File: config.mk
export PLATFORM = sky130hd
export DESIGN_NAME = pipe_ctrl_flat
export DESIGN_NICKNAME = d
export VERILOG_FILES = /design/src/rtl/pipe_ctrl_if.sv /design/src/rtl/pipe_ctrl.sv /design/src/flat_wrapper.sv
export SDC_FILE = /design/constraint.sdc
export NUM_CORES = 1
export LEC_CHECK = 0
export ABC_AREA = 1
export CAP_MARGIN = 25
export CORE_AREA = 2 2 109 111
export DETAILED_ROUTE_END_ITERATION = 10
export DIE_AREA = 0 0 111 113
export PLACE_DENSITY = 0.84
export SETUP_SLACK_MARGIN = 0.2
export SKIP_CTS_REPAIR_TIMING = 1
export SYNTH_ARGS = -nofsm -noshare
export SYNTH_HDL_FRONTEND = slang
export SYNTH_SLANG_ARGS = --single-unit
export TNS_END_PERCENT = 30
File: constraint.sdc
create_clock -name clk -period 3.95 [get_ports clk]
set_input_delay 0.79 -clock clk [delete_from_list [all_inputs] [get_ports clk]]
set_output_delay 0.79 -clock clk [all_outputs]
set_load 0.005 [all_outputs]
File: src/rtl/pipe_ctrl_if.sv
// Pipeline-controller bus: stall requests and exception inputs from the
// stages, stall/flush/redirect and statistics back to them.
interface pipe_ctrl_if;
  logic        stallreq_from_id;
  logic        stallreq_from_ex;
  logic        stallreq_from_mem;
  logic [31:0] excepttype_i;
  logic [31:0] cp0_epc_i;
  logic [5:0]  stall;
  logic        flush;
  logic [31:0] new_pc;
  logic [31:0] stall_cycles;
  logic        stall_timeout;

  modport master (
    output stallreq_from_id, stallreq_from_ex, stallreq_from_mem,
    output excepttype_i, cp0_epc_i,
    input  stall, flush, new_pc, stall_cycles, stall_timeout
  );

  modport slave (
    input  stallreq_from_id, stallreq_from_ex, stallreq_from_mem,
    input  excepttype_i, cp0_epc_i,
    output stall, flush, new_pc, stall_cycles, stall_timeout
  );
endinterface

File: src/rtl/pipe_ctrl.sv
// Central 5-stage pipeline controller: stall merging, exception flush
// sequencing (deferred while MEM is bus-stalled), stall statistics, watchdog.
module pipe_ctrl #(
  parameter int unsigned TIMEOUT    = 1024,
  parameter logic [31:0] INT_VECTOR = 32'h0000_0020,
  parameter logic [31:0] EXC_VECTOR = 32'h0000_0040
) (
  input logic        clk,
  input logic        rst,
  pipe_ctrl_if.slave bus
);

  localparam logic [5:0]  STALL_NONE = 6'b000000;
  localparam logic [5:0]  STALL_ID   = 6'b000111;
  localparam logic [5:0]  STALL_EX   = 6'b001111;
  localparam logic [5:0]  STALL_MEM  = 6'b011111;
  localparam logic [31:0] CODE_INT   = 32'h0000_0001;
  localparam logic [31:0] CODE_ERET  = 32'h0000_000e;
  localparam logic [15:0] RUN_LIMIT  = 16'(TIMEOUT);

  typedef enum logic {ST_RUN, ST_PEND} state_e;

  state_e      r_state;
  state_e      w_state_next;
  logic [31:0] r_pend_code;
  logic [31:0] r_pend_epc;
  logic [31:0] r_stall_cycles;
  logic [15:0] r_run_cnt;
  logic        r_timeout;

  logic [5:0]  w_stall;
  logic        w_flush;
  logic [31:0] w_new_pc;
  logic        w_latch;
  logic [15:0] w_run_next;

  function automatic logic [31:0] redirect(input logic [31:0] code,
                                           input logic [31:0] epc);
    if (code == CODE_INT)       return INT_VECTOR;
    else if (code == CODE_ERET) return epc;
    else                        return EXC_VECTOR;
  endfunction

  // NOTE: every always_comb output gets a default first so no path can leave
  // a signal unassigned and infer a latch.
  always_comb begin
    w_state_next = r_state;
    w_stall      = STALL_NONE;
    w_flush      = 1'b0;
    w_new_pc     = 32'h0;
    w_latch      = 1'b0;
    if (!rst) begin
      unique case (r_state)
        ST_RUN: begin
          if (bus.excepttype_i != 32'h0 && !bus.stallreq_from_mem) begin
            w_flush  = 1'b1;
            w_new_pc = redirect(bus.excepttype_i, bus.cp0_epc_i);
          end else if (bus.excepttype_i != 32'h0) begin
            // MEM holds the bus: park the exception (and EPC) until release.
            w_stall      = STALL_MEM;
            w_latch      = 1'b1;
            w_state_next = ST_PEND;
          end else if (bus.stallreq_from_mem) begin
            w_stall = STALL_MEM;
          end else if (bus.stallreq_from_ex) begin
            w_stall = STALL_EX;
          end else if (bus.stallreq_from_id) begin
            w_stall = STALL_ID;
          end
        end
        ST_PEND: begin
          if (bus.stallreq_from_mem) begin
            w_stall = STALL_MEM;
          end else begin
            w_flush      = 1'b1;
            w_new_pc     = redirect(r_pend_code, r_pend_epc);
            w_state_next = ST_RUN;
          end
        end
        default: w_state_next = ST_RUN;
      endcase
    end
  end

  always_comb begin
    w_run_next = 16'h0;
    if (w_stall[0])
      w_run_next = (r_run_cnt >= RUN_LIMIT) ? RUN_LIMIT : r_run_cnt + 16'd1;
  end

  // NOTE: sequential state uses non-blocking assignments so every flop samples
  // the pre-edge values regardless of statement order.
  always_ff @(posedge clk) begin
    if (rst) begin
      r_state        <= ST_RUN;
      r_pend_code    <= 32'h0;
      r_pend_epc     <= 32'h0;
      r_stall_cycles <= 32'h0;
      r_run_cnt      <= 16'h0;
      r_timeout      <= 1'b0;
    end else begin
      r_state   <= w_state_next;
      r_run_cnt <= w_run_next;
      if (w_latch) begin
        r_pend_code <= bus.excepttype_i;
        r_pend_epc  <= bus.cp0_epc_i;
      end
      if (w_stall[0] && r_stall_cycles != 32'hFFFF_FFFF)
        r_stall_cycles <= r_stall_cycles + 32'd1;
      if (w_run_next == RUN_LIMIT)
        r_timeout <= 1'b1;
    end
  end

  assign bus.stall         = w_stall;
  assign bus.flush         = w_flush;
  assign bus.new_pc        = w_new_pc;
  assign bus.stall_cycles  = r_stall_cycles;
  assign bus.stall_timeout = r_timeout;

endmodule

File: src/flat_wrapper.sv
// flat-port wrapper written by rule: the top's interface ports become plain ports
module pipe_ctrl_flat 
#(
  parameter int unsigned TIMEOUT    = 1024,
  parameter logic [31:0] INT_VECTOR = 32'h0000_0020,
  parameter logic [31:0] EXC_VECTOR = 32'h0000_0040
)
  (clk, rst, bus_stallreq_from_id, bus_stallreq_from_ex, bus_stallreq_from_mem, bus_excepttype_i, bus_cp0_epc_i, bus_stall, bus_flush, bus_new_pc, bus_stall_cycles, bus_stall_timeout);
  pipe_ctrl_if bus_i ();
  input logic clk;
  input logic rst;
  input wire logic [$bits(bus_i.stallreq_from_id)-1:0] bus_stallreq_from_id;
  input wire logic [$bits(bus_i.stallreq_from_ex)-1:0] bus_stallreq_from_ex;
  input wire logic [$bits(bus_i.stallreq_from_mem)-1:0] bus_stallreq_from_mem;
  input wire logic [$bits(bus_i.excepttype_i)-1:0] bus_excepttype_i;
  input wire logic [$bits(bus_i.cp0_epc_i)-1:0] bus_cp0_epc_i;
  output wire logic [$bits(bus_i.stall)-1:0] bus_stall;
  output wire logic [$bits(bus_i.flush)-1:0] bus_flush;
  output wire logic [$bits(bus_i.new_pc)-1:0] bus_new_pc;
  output wire logic [$bits(bus_i.stall_cycles)-1:0] bus_stall_cycles;
  output wire logic [$bits(bus_i.stall_timeout)-1:0] bus_stall_timeout;
  assign bus_i.stallreq_from_id = bus_stallreq_from_id;
  assign bus_i.stallreq_from_ex = bus_stallreq_from_ex;
  assign bus_i.stallreq_from_mem = bus_stallreq_from_mem;
  assign bus_i.excepttype_i = bus_excepttype_i;
  assign bus_i.cp0_epc_i = bus_cp0_epc_i;
  assign bus_stall = bus_i.stall;
  assign bus_flush = bus_i.flush;
  assign bus_new_pc = bus_i.new_pc;
  assign bus_stall_cycles = bus_i.stall_cycles;
  assign bus_stall_timeout = bus_i.stall_timeout;
  pipe_ctrl #(.TIMEOUT(TIMEOUT), .INT_VECTOR(INT_VECTOR), .EXC_VECTOR(EXC_VECTOR)) u_core (.clk(clk), .rst(rst), .bus(bus_i));
endmodule
Yosys cells after proc, flatten, opt, wreduce, memory -nomap -nowiden
Cells that the tools add are included.
Storage, ports and cells
  register bits: 114
  logic and storage cells: 48
  output and inout port bits: 72
  input port bits: 69
Operators by class
  add/sub/neg operators: 2
  muxes and demuxes: 28
  bitwise logic cells: 1
  reductions and logical operators: 4
  equality and inequality tests: 6
  order comparisons: 1
Operator list (number)
  32-bit two-way mux: 7
  32-bit by 1-bit == test with 1-bit output (second input constant): 2
  32-bit by 4-bit == test with 1-bit output (second input constant): 2
  32-bit one-hot mux with 2 select lines: 1
  32-bit by 1-bit adder with 32-bit output (second input constant): 1
  16-bit two-way mux: 2
  32-bit != test (second input constant): 1
  32-bit nonzero test: 1
  6-bit two-way mux: 5
  16-bit by 1-bit adder with 16-bit output (second input constant): 1
  16-bit by 11-bit == test with 1-bit output (second input constant): 1
  16-bit by 11-bit greater-or-equal comparator with 1-bit output (second input constant): 1
  6-bit one-hot mux with 2 select lines: 1
  1-bit two-way mux: 8
  5-bit two-way mux: 1
  1-bit one-hot mux with 2 select lines: 2
  3-bit two-way mux: 1
  1-bit logical AND: 2
  1-bit zero test: 1
  1-bit inverter: 1

Logic depth before layout (Yosys ltp)
  depth after elaboration: 9
  gate-level depth with buffers: 14
  gate-level depth less buffers: 13

Worst setup path after synthesis
OpenSTA, ideal clock, no wires.
  path type: input to output
  from: input port bus_excepttype_i[17]
  to: output port bus_new_pc[11]
  data required time: 3.160 ns
  arrival: 2.023 ns
  cell stages on the path: 9
  setup slack: 1.137 ns
  path buffers: 1
  cell sequence: nor2_1 -> nand2_1 -> nor2_1 -> nand2_1 -> o21ai_0 -> clkbuf_1 -> nor3b_1 -> o21ai_0 -> a21oi_1
Between the ends
  word-level cells in the longest chain between the ends: 6
  elaborated cells between the ends (all ways): 9
  those cells by class: eq/ne: 2; mux: 5; reduce/logical: 2
RTL lines
  start, declared: line flat_wrapper.sv:15  | input wire logic [$bits(bus_i.excepttype_i)-1:0] bus_excepttype_i;
  32-bit by 4-bit == test with 1-bit output: line pipe_ctrl.sv:40  | else if (code == CODE_ERET) return epc;
  32-bit two-way mux: line pipe_ctrl.sv:40
  32-bit two-way mux: line pipe_ctrl.sv:39  | if (code == CODE_INT) return INT_VECTOR;
  32-bit two-way mux *: line pipe_ctrl.sv:55  | if (bus.excepttype_i != 32'h0 && !bus.stallreq_from_mem) begin
  32-bit one-hot mux with 2 select lines *: line pipe_ctrl.sv:53  | unique case (r_state)
  32-bit two-way mux *: line pipe_ctrl.sv:52  | if (!rst) begin
  end, declared: line flat_wrapper.sv:19  | output wire logic [$bits(bus_i.new_pc)-1:0] bus_new_pc;
Mark *: on every way between the ends. The rest lies on a longest branch, timed or not.

Worst setup path after layout
  from: input port bus_excepttype_i[13]
  to: output port bus_new_pc[21]
Same word-level chain as after synthesis.

==> run_results.csv <==
group,metric,value,unit
power,power.internal,2.41,mW
placed_design,place.gp.congestion,0.982,
global_routing,grt_usage,25.8,%
die,die-width,111,microns
power,irDropWorstVdd,230,uV
yosys,ys_seq_elements,114,
die,ios,141,
yosys,netlist_area,5980,sq um
critical_path,crit_chain,"clkdlybuf4s50_1 -> nor2_1 -> nand2_1 -> nor2_2 -> nor3b_4 -> nand2_2 -> buf_12 -> nor3b_1 -> o21ai_0 -> a21oi_1 -> clkdlybuf4s50_1",
global_routing,grt_pass1_wl,27000,microns
critical_path,cpMostUsedCell,"clkdlybuf4s50_1",
sta,min_period,3.80,ns
yosys,yosysUniqueCellTypes,36,
die,die_y,113,microns
critical_path,start_kind,"input port",
clock_tree,cts_tree,"yes",
clock_tree,h-tree-depth,4,
drt,m1WireLength,6930,microns
drt,ant_nets,0,
min_path,min_path_type,"reg -> reg",
yosys,ys_seq_area_share,38.1,%
clock_tree,numCtsBuffers,17,
final_layout,fin_area,8140,sq um
placed_design,portBuffers,139,
power,power_frac_comb,9.9,%
yosys,synth-edff-count,0,
clock_tree,clk_latency,0.41,ns
power,switching_power,0.714,mW
yosys,yosysWarnings,0,
final_layout,final_common_cell,"nor2_1",
critical_path,path_class,"in -> out",
placed_design,dp_hpwl,10600,microns
sta,hold_slack,0.452,ns
power,clockPowerShare,50.4,%
yosys,synth_top_flop_cell,"dfxtp_1",
drt,drc_errors,0,
drt,drt-total-wl,16000,microns
power,p_leak,3.19,nW
die,coreArea,11300,sq um
final_layout,syn_to_final_growth,36.0,%
critical_path,arrival,3.01,ns
critical_path,worst_path_max_delay_cell,"clkdlybuf4s50_1",
die,initial_core_util,53.1,%
sta,max_slew_margin,54.2,%
critical_path,cp_max_fo,31,
yosys,synth-async-reset-ratio,0,%
drt,route.met2.wl,7470,microns
clock_tree,cts.clk_slew.worst_paths,0.05,ns
sta,max_slew.worst_pin.slew,0.687,ns
drt,top_layer,"met4",
drt,route.met3.wl,1210,microns
drt,wl_per_cell,13.7,microns
drt,vias_per_cell,5.39,
job,maxCapViolCount,0,
clock_tree,root_buffer,"clkbuf_16",
sta,rsz0062_at_grt,"yes",
power,power_frac_seq,39.6,%
sta,maxSlewViolCount,0,
global_routing,antenna_found_initial,0,
clock_tree,cts.sink_count,114,
global_routing,grt_max_degree,84,
sta,fmax,264,MHz
sta,hold_violations,0,
status,run_status,"completed",
power,power.density,384,nW/um^2
drt,vias,6328,
sta,period_share,96.1,%
sta,setup_violations,0,
sta,fin_ws,0.155,ns
critical_path,cp.required,3.16,ns
final_layout,n_antenna_cell,0,
drt,dr.pass1.iters,5,
placed_design,place_ws,0.0540,ns
final_layout,drive_above_1_share,6.89,%
critical_path,cp-end-kind,"output port",
die,dieArea,12500,sq um
global_routing,overflow,0,
placed_design,place_area,7480,sq um
global_routing,grt_pass1_vias,5706,
critical_path,cpPeakStageDelay,0.52,ns
die,num_rows,39,
yosys,syn_avg_cell_area,6.67,sq um
sta,clock_skew,0.00790,ns
yosys,syn_inst,897,
power,switching_share,22.9,%
drt,drt-initial-drc-count,649,
clock_tree,clockBufferDepth,2,
final_layout,nets,1091,
final_layout,final_cell_mix,"nor2_1, nand2_1, clkdlybuf4s50_1, dfxtp_1, o21ai_0",
==> worst paths after layout <==
kind / from / endpoint / slack [ns] / depth (start not counted)
setup reg to reg: u_core.bus.stall_cycles[1]$_SDFFE_PP0P_ / u_core.bus.stall_cycles[3]$_SDFFE_PP0P_ / 1.67 / 13
setup / recovery: bus_excepttype_i[13] / bus_new_pc[21] / 0.15 / 11
hold reg to reg: u_core.bus.stall_timeout$_SDFFE_PP0N_ / u_core.bus.stall_timeout$_SDFFE_PP0N_ / 0.45 / 2
hold / removal: u_core.bus.stall_timeout$_SDFFE_PP0N_ / u_core.bus.stall_timeout$_SDFFE_PP0N_ / 0.45 / 2
==> metrics by stage <==
stage                     cells  TNS [ns]  util, %  power (mW)
after floorplan             902         0        -        1.41
after global placement     1143         0     66.4        1.56
after detailed placement   1143         0     66.4        1.56
after CTS                  1174         0     71.8        3.14
after global routing       1174   -0.0365     72.2        3.24
final                      1174         0     72.2        3.12
==> cells in the mapped netlist, types with 3 or more instances <==
cell type  number  area, sq um
nor2_1        153          574
nand2_1       135          507
dfxtp_1       114         2280
o21ai_0       103          515
a21oi_1        82          410
inv_1          69          259
nand3_1        56          280
clkbuf_1       43          161
nor3_1         42          210
xor2_1         19          166
nor3b_1        12         90.1
nand4_1         9         56.3
nor4_1          8         50.1
xnor2_1         8         70.1
a21oi_2         6         52.6
buf_4           6         45.0
buf_1           3         11.3
ha_1            3         37.5
inv_2           3         11.3
nand2_2         3         18.8
==> state kept, by name, summed over array words and instances, names as in the netlist <==
register and cells:
u_core.bus.stall_cycles 32, u_core.bus.stall_timeout 1, u_core.r_pend_code 32, u_core.r_pend_epc 32, u_core.r_run_cnt 16, u_core.r_state 1
==> worst max-delay path: cells and delay by family <==
family,cells,cell delay [ns]
AO/OA/AOI/OAI,2,0.25
buffers and inverters,3,1.12
AND/OR/NAND/NOR,6,0.84
==> final cells by class <==
cell class | instances | area (sq um)
Timing Repair Buffer | 153 | 1550
Clock inverter | 9 | 129
Clock buffer | 22 | 484
Multi-Input combinational cell | 660 | 3240
Tap cell | 143 | 179
Sequential cell | 114 | 2280
Fill cell | 885 | 3140
Inverter | 73 | 274
==> cell families (layout without fill, tap and decap cells) <==
logic type / count (synthesis) / after routing / share of synthesized area [%]
AO/OA/AOI/OAI: 196 / 196 / 17.2
buffers and inverters: 128 / 257 / 8.74
AND/OR/NAND/NOR: 428 / 428 / 31.3
flip-flops: 114 / 114 / 38.1
XOR/XNOR: 27 / 27 / 3.95
adder cells (fa/ha/maj): 3 / 3 / 0.627
other: 1 / 6 / 0.0627
==> layer usage <==
layer | track usage, % | vias up
li1 | - | 3187
met1 | 33.4 | 2847
met2 | 41.8 | 250
met3 | 6.11 | 44
met4 | 10.6 | 0
met5 | 0 | -
==> power by group through the flow <==
stage,combinational [mW],sequential [mW],clock (mW)
finish,0.310,1.24,1.57
global route,0.345,1.24,1.65
CTS,0.310,1.24,1.59
detailed placement,0.306,1.26,0
global placement,0.301,1.26,0
floorplan,0.165,1.25,0
Note: power is estimated with default switching activity, not from simulation.
